[src/rtl/mips_alu_pkg.sv]
// Shared definitions for the MIPS execute-stage ALU and the multiply/divide
// sequencer that borrows it.
//   - ALU control codes
//   - multiply/divide op encoding
//   - sequencer state enum
package mips_alu_pkg;

    localparam logic [3:0] ALU_AND = 4'b0000;
    localparam logic [3:0] ALU_OR  = 4'b0001;
    localparam logic [3:0] ALU_ADD = 4'b0010;
    localparam logic [3:0] ALU_SUB = 4'b0110;
    localparam logic [3:0] ALU_SLT = 4'b0111;
    localparam logic [3:0] ALU_NOR = 4'b1100;
    localparam logic [3:0] ALU_SLL = 4'b1111;

    typedef enum logic {
        OP_MULTU = 1'b0,
        OP_DIVU  = 1'b1
    } md_op_t;

    typedef enum logic [2:0] {
        ST_IDLE,
        ST_MUL_STEP,
        ST_MUL_CARRY,
        ST_DIV_CMP,
        ST_DIV_SUB,
        ST_DONE
    } seq_state_t;

endpackage

[src/rtl/mult_div_sequencer.sv]
// Multi-cycle MULTU / DIVU controller that time-shares the execute-stage ALU.
// Shift-and-add multiply and restoring divide, one bit per iteration; an
// iteration that needs an add/subtract takes a second cycle on the ALU.
//
// Ports:
//   clk, rst_n             clock, synchronous active-low reset
//   start, op              request pulse and op (0 MULTU, 1 DIVU), taken when not busy
//   src_a, src_b           multiplicand/dividend, multiplier/divisor
//   busy, done             in progress / one-cycle completion pulse
//   hi, lo                 product[63:32]/remainder, product[31:0]/quotient
//   alu_a, alu_b           ALU operands
//   alu_ctrl, alu_shamt    ALU control code, shift amount (always 0)
//   alu_result             combinational ALU result for the current cycle
//
// state      | meaning
// -----------+-------------------------------------------------------------
// IDLE       | waiting for start, ALU released
// MUL_STEP   | test L[0]: plain shift, or ADD(H,M) into T
// MUL_CARRY  | carry = SLT(T,H), shift {carry,T,L} right one
// DIV_CMP    | shift {H,L} left, compare remainder against divisor
// DIV_SUB    | H -= M, set quotient bit
// DONE       | result valid, done pulse; may accept the next start
module mult_div_sequencer
    import mips_alu_pkg::*;
#(
    parameter int WIDTH = 32
) (
    input  logic             clk,
    input  logic             rst_n,
    input  logic             start,
    input  logic             op,
    input  logic [WIDTH-1:0] src_a,
    input  logic [WIDTH-1:0] src_b,
    output logic             busy,
    output logic             done,
    output logic [WIDTH-1:0] hi,
    output logic [WIDTH-1:0] lo,
    output logic [WIDTH-1:0] alu_a,
    output logic [WIDTH-1:0] alu_b,
    output logic [3:0]       alu_ctrl,
    output logic [4:0]       alu_shamt,
    input  logic [WIDTH-1:0] alu_result
);

    localparam logic [5:0] CNT_LAST = 6'(WIDTH - 1);

    seq_state_t       state, state_next;
    logic [WIDTH-1:0] m_reg, m_next;
    logic [WIDTH-1:0] h_reg, h_next;
    logic [WIDTH-1:0] l_reg, l_next;
    logic [WIDTH-1:0] t_reg, t_next;
    logic [WIDTH-1:0] hi_next, lo_next;
    logic [5:0]       cnt_reg, cnt_next;
    logic             last_iter;
    logic [WIDTH-1:0] div_shift;

    assign last_iter = (cnt_reg == CNT_LAST);
    // Remainder after pulling in the next dividend bit; its lost MSB is H[31].
    assign div_shift = {h_reg[WIDTH-2:0], l_reg[WIDTH-1]};
    assign alu_shamt = 5'd0;

    always_ff @(posedge clk) begin
        if (!rst_n) begin
            state   <= ST_IDLE;
            m_reg   <= '0;
            h_reg   <= '0;
            l_reg   <= '0;
            t_reg   <= '0;
            cnt_reg <= '0;
            hi      <= '0;
            lo      <= '0;
        end else begin
            state   <= state_next;
            m_reg   <= m_next;
            h_reg   <= h_next;
            l_reg   <= l_next;
            t_reg   <= t_next;
            cnt_reg <= cnt_next;
            hi      <= hi_next;
            lo      <= lo_next;
        end
    end

    always_comb begin
        state_next = state;
        m_next     = m_reg;
        h_next     = h_reg;
        l_next     = l_reg;
        t_next     = t_reg;
        cnt_next   = cnt_reg;
        hi_next    = hi;
        lo_next    = lo;
        alu_a      = '0;
        alu_b      = '0;
        alu_ctrl   = ALU_ADD;
        busy       = 1'b0;
        done       = 1'b0;

        case (state)
            ST_IDLE, ST_DONE: begin
                done       = (state == ST_DONE);
                state_next = ST_IDLE;
                if (start) begin
                    cnt_next = '0;
                    h_next   = '0;
                    if (op == OP_DIVU) begin
                        m_next     = src_b;
                        l_next     = src_a;
                        state_next = ST_DIV_CMP;
                    end else begin
                        m_next     = src_a;
                        l_next     = src_b;
                        state_next = ST_MUL_STEP;
                    end
                end
            end

            ST_MUL_STEP: begin
                busy = 1'b1;
                if (!l_reg[0]) begin
                    h_next   = {1'b0, h_reg[WIDTH-1:1]};
                    l_next   = {h_reg[0], l_reg[WIDTH-1:1]};
                    cnt_next = cnt_reg + 6'd1;
                end else begin
                    alu_a      = h_reg;
                    alu_b      = m_reg;
                    alu_ctrl   = ALU_ADD;
                    t_next     = alu_result;
                    state_next = ST_MUL_CARRY;
                end
                if (!l_reg[0] && last_iter) begin
                    hi_next    = h_next;
                    lo_next    = l_next;
                    state_next = ST_DONE;
                end
            end

            ST_MUL_CARRY: begin
                busy     = 1'b1;
                // The sum wrapped exactly when it is below an addend (unsigned).
                alu_a    = t_reg;
                alu_b    = h_reg;
                alu_ctrl = ALU_SLT;
                h_next   = {alu_result[0], t_reg[WIDTH-1:1]};
                l_next   = {t_reg[0], l_reg[WIDTH-1:1]};
                cnt_next = cnt_reg + 6'd1;
                if (last_iter) begin
                    hi_next    = h_next;
                    lo_next    = l_next;
                    state_next = ST_DONE;
                end else begin
                    state_next = ST_MUL_STEP;
                end
            end

            ST_DIV_CMP: begin
                busy     = 1'b1;
                alu_a    = div_shift;
                alu_b    = m_reg;
                alu_ctrl = ALU_SLT;
                h_next   = div_shift;
                l_next   = {l_reg[WIDTH-2:0], 1'b0};
                if (h_reg[WIDTH-1] || !alu_result[0]) begin
                    state_next = ST_DIV_SUB;
                end else begin
                    cnt_next = cnt_reg + 6'd1;
                    if (last_iter) begin
                        hi_next    = h_next;
                        lo_next    = l_next;
                        state_next = ST_DONE;
                    end
                end
            end

            ST_DIV_SUB: begin
                busy     = 1'b1;
                // Modulo-2^32 subtract is still right when the 33-bit remainder overflowed.
                alu_a    = h_reg;
                alu_b    = m_reg;
                alu_ctrl = ALU_SUB;
                h_next   = alu_result;
                l_next   = {l_reg[WIDTH-1:1], 1'b1};
                cnt_next = cnt_reg + 6'd1;
                if (last_iter) begin
                    hi_next    = h_next;
                    lo_next    = l_next;
                    state_next = ST_DONE;
                end else begin
                    state_next = ST_DIV_CMP;
                end
            end

            default: state_next = ST_IDLE;
        endcase
    end

endmodule

[config.mk]
export PLATFORM = sky130hd
export DESIGN_NAME = mult_div_sequencer
export DESIGN_NICKNAME = d
export VERILOG_FILES = /design/src/rtl/mips_alu_pkg.sv /design/src/rtl/mult_div_sequencer.sv
export SDC_FILE = /design/constraint.sdc
export NUM_CORES = 1
export LEC_CHECK = 0
export BUFFER_PORTS_ARGS = -buffer_cell sky130_fd_sc_hd__buf_2
export CAP_MARGIN = 25
export CORE_ASPECT_RATIO = 1.75
export CORE_MARGIN = 8
export CORE_UTILIZATION = 29
export CTS_CLUSTER_DIAMETER = 40
export DETAILED_ROUTE_END_ITERATION = 12
export GPL_ROUTABILITY_DRIVEN = 0
export GPL_TIMING_DRIVEN = 0
export PLACE_DENSITY_LB_ADDON = 0.12
export SYNTH_ARGS = -nofsm -noshare
export SYNTH_HDL_FRONTEND = slang
export SYNTH_SLANG_ARGS = --single-unit
[constraint.sdc]
create_clock -name clk -period 5.1 [get_ports clk]
set_clock_uncertainty 0.2 [all_clocks]
set_input_delay 0.765 -clock clk [delete_from_list [all_inputs] [get_ports clk]]
set_output_delay 0.765 -clock clk [all_outputs]
set_load 0.01 [all_outputs]
# Word-level counts from Yosys, hierarchy flattened
# Cells that the tools add are included.
op_classes:
  add_sub_neg: 1
  multipliers: 0
  div_mod_pow: 0
  magnitude_cmp: 0
  eq_ne: 15
  shift: 0
  mux: 40
  bitwise_logic: 1
  reduce_logical: 21
op_table:
  columns: ["operator", "n"]
  rows:
  - ["$mux 32", 18]
  - ["$pmux 32 s4", 3]
  - ["$pmux 32 s5", 2]
  - ["$pmux 32 s3", 1]
  - ["$pmux 6 s4", 1]
  - ["$mux 3", 6]
  - ["$mux 6", 3]
  - ["$pmux 3 s5", 1]
  - ["$ne 2x2->1 const B", 7]
  - ["$reduce_bool 4->1", 3]
  - ["$reduce_and 2->1", 4]
  - ["$reduce_or 2->1", 4]
  - ["$add 6x1->6 const B", 1]
  - ["$eq 3x2->1 const B", 2]
  - ["$eq 3x3->1 const B", 2]
  - ["$eq 6x5->1 const B", 1]
  - ["$ne 3x3->1 const B", 2]
  - ["$pmux 3 s2", 1]
  - ["$reduce_and 6->1", 1]
  - ["$reduce_bool 5->1", 1]
  - ["$mux 2", 2]
  - ["$reduce_and 4->1", 1]
  - ["$reduce_or 4->1", 1]
  - ["$eq 3x1->1 const B", 1]
  - ["7 further kinds", 9]
word_totals:
  regBits: 201
  latchBits: 0
  mem_bits_rw: 0
  romBits: 0
  input_bits: 100
  output_inout_bits: 139
  word_cells: 87
  memories: 0

# Logic depth before layout (Yosys ltp)
depth:
  depth_word: 4
  mapped_depth: 9
  ltp_nobuf: 6

# Worst setup path before layout
# Ideal clock, no wire load.
synth_path:
  path_kind: "reg-to-output"
  start: "reg state[0]"
  end: "out alu_a[29]"
  arrival_ns: 1.615
  t_required_ns: 4.135
  setup_slack_ns: 2.520
  stages_incl_launch_ff: 8
  n_path_buf: 5
  cell_sequence: "dfxtp_1 buf_4 buf_2 buf_4 buf_2 buf_2 mux2i_1 o21ai_0"
synth_via:
  elab_chain_len: 2
  word_cells_on_any_way: 5
  classes_between: "eq/ne: 4; mux: 1"
synth_rtl:
  columns: ["item", "line_no", "source"]
  rows:
  - ["start: declaration", "mult_div_sequencer.sv:47", "seq_state_t state, state_next;"]
  - ["start signal: assignment", "mult_div_sequencer.sv:73", "state <= state_next;"]
  - ["$eq 3x3->1, or another cell as far along", "mult_div_sequencer.sv:99", "case (state)"]
  - ["$pmux 32 s4 (*)", "mult_div_sequencer.sv:99", null]
  - ["end: declaration", "mult_div_sequencer.sv:38", "output logic [WIDTH-1:0] alu_a,"]
# Every way passes the cells marked *; elsewhere a longest branch is shown, timed or not.

# Final worst setup path
layout_path:
  start: "reg state[0]"
  end: "out alu_a[30]"
# The elaborated chain is that of the path after synthesis.

==> results.cfg <==
[critical_path]
setup.worst_path.start_class = flip-flop
path_buf_inv = 5
crit_type = reg2out
cp_common_cell = buf_2
worst_path_largest_cell_delay_ps = 840
crit_fanout = 10
cp-end-kind = output pin
cp_slowest_cell = clkbuf_1
cp.arrival_ps = 3140
path_cells = buf_4 -> buf_2 -> buf_2 -> clkbuf_1 -> mux2i_1 -> o21ai_0 -> buf_2
cp.required_ps = 4140
crit_family = buffers and inverters

[timing]
rsz0062_at_grt = false
drv_slew = 0
worst_slew_pin_slew_ps = 1079
period_minus_slack_ps = 4106
fmax_mhz = 243.5
fin_setup_tns_ps = 0
hold_viol = 0
relSlewSlack = 0.2810
setup_ws_ps = 993.7
fin_crit_sh = 0.8052
finalSetupViolations = 0
hold-worst-slack_ps = 245.3

[power]
worst_ir_drop_vdd_uv = 257.3
p_total_uw = 6178
p_per_area_mw_per_mm2 = 391.8
power_leakage_uw = 0.006323

[global_routing]
grt_pass1_wl_mm = 96.81
grt_use_total = 0.2530
grt_pass1_vias = 14129
grt_max_degree = 16
grt_overflow = 0
antenna_found_initial = 5

[detailed_routing]
ant_nets = 0
vias = 13927
wl_per_cell_um = 28.52
dr.pass1.iters = 7
via_per_inst = 5.842
postRouteWirelength_mm = 68.00
drtIter0Drc = 1154
drc = 0

[synth]
synth_cell_types = 73
async_reset_ff_frac = 0
ys_seq_area_frac = 0.3143
synth_edf_count = 0
avgSynthCellArea_um2 = 8.429
synth-seq-cells = 201
synth_ff_type = dfxtp_1
syn-cell-area_mm2 = 0.01280
yosys_warnings = 0
syn_inst = 1519

[final_layout]
drive_above_1_share = 0.2429
final_cell_mix = buf_2, dfxtp_1, nand2_1
num-nets-final = 1886
final_common_cell = buf_2
fillers = 4740
synthToLayoutAreaGrowth_pct = 23.17

[floorplan]
die_w_um = 174.8
die-area_mm2 = 0.05139
io_pins = 239
initial_core_util = 0.2916
rows = 102
die_y_um = 294.0
core_mm2 = 0.04390

[cts]
ctsHoldBuffers = 0
cts_max_level = 1
cts_sinks = 201
clock-root-buffer = clkbuf_16
insertion_delay_ps = 570
cts_resized = 0
cts.clk_slew.worst_paths_ps = 60
cts_tree = built
post_cts_buffers = 0
max-clock-path-buffers = 3
cts_buffers = 30

[status]
status = complete, no violations

[placed_design]
port_buffers = 229
dp_hpwl_mm = 54.42
dp_slack_ps = 1702

[worst_hold_path]
worstHoldPathType = in2reg

[flow_run]
cap_violations = 0
==> path summary, 6_finish.rpt <==
path / slack [ps] / end / startpoint / cells past startpoint
setup / recovery: 990 / alu_a[30] / state[0] / 7
hold / removal: 250 / t_reg[16] / alu_result[16] / 3
setup reg to reg: 1990 / lo[31] / l_reg[0] / 6
hold reg to reg: 270 / t_reg[31] / t_reg[31] / 2
==> where the power goes <==
group	internal, uW	leakage (uW)	switching, uW
clock network	1390	0.000516	860
registers	1700	0.00163	186
logic	677	0.00417	1370
total	3770	0.00632	2410
==> metal layers <==
layer,vias up,wire [um],global-route usage,share of wire
met5,-,0,0,0
met4,0,5470,0.1851,0.080
met3,216,3657,0.03725,0.054
met2,623,35860,0.4773,0.53
met1,6767,23010,0.2454,0.34
li1,6321,-,-,-
==> cells by family after synthesis <==
logic type / synth area share
other: 0.0005866
AND/OR/NAND/NOR: 0.1554
XOR/XNOR: 0.002053
flip-flops: 0.3143
AO/OA/AOI/OAI: 0.3143
adder cells (fa/ha/maj): 0.0009771
buffers and inverters: 0.07769
multiplexers: 0.1348
==> cells in the mapped netlist, types with 5 or more instances <==
master	instances	share of area
inv_1	20	0.0059
buf_4	18	0.011
dfxtp_1	201	0.31
o21ai_1	51	0.020
buf_2	63	0.025
o211ai_1	75	0.044
o21ai_0	53	0.021
nand2b_1	31	0.015
mux2i_1	115	0.090
o31ai_1	7	0.0041
buf_1	8	0.0023
a221oi_1	37	0.025
nor2_1	78	0.023
a22oi_1	17	0.010
a311oi_1	5	0.0034
o221ai_1	5	0.0034
nand2_1	165	0.048
nor4bb_1	51	0.040
o32ai_1	26	0.018
a21oi_1	96	0.038
nor3_1	6	0.0023
mux2_2	51	0.045
a32o_1	25	0.020
nor2b_1	9	0.0044
a211o_1	28	0.019
a22o_1	61	0.042
clkbuf_1	92	0.027
o22a_1	5	0.0034
a31oi_1	6	0.0029
buf_6	7	0.0062
a211oi_1	38	0.022
==> area by class of cell <==
class | count | area, um^2 | area share
tap | 572 | 715.7 | 0.04538
inverter | 24 | 90.09 | 0.005712
sequential | 201 | 4024 | 0.2552
clock inverter | 20 | 277.8 | 0.01761
antenna | 5 | 12.51 | 0.0007934
multi-input combinational | 1111 | 7804 | 0.4948
timing repair buffer | 229 | 1146 | 0.07268
buffer | 188 | 904.6 | 0.05736
clock buffer | 34 | 795.8 | 0.05046
==> stage by stage <==
stage                     instances    util  area (um^2)
after floorplan                1524       -        12820
after global placement         2325  0.3345        14680
after detailed placement       2325  0.3345        14680
after CTS                      2379  0.3589        15760
after global routing           2383  0.3592        15770
final                          2384  0.3592        15770
==> worst reg2reg max path: cells and delay by family, from the launching register on <==
| family | cells | cell delay, ps |
|---|---|---|
| AND/OR/NAND/NOR | 1 | 780 |
| buffers and inverters | 2 | 500 |
| AO/OA/AOI/OAI | 3 | 1180 |
| flip-flops | 1 | 290 |
(Power assumes the default switching activity.)
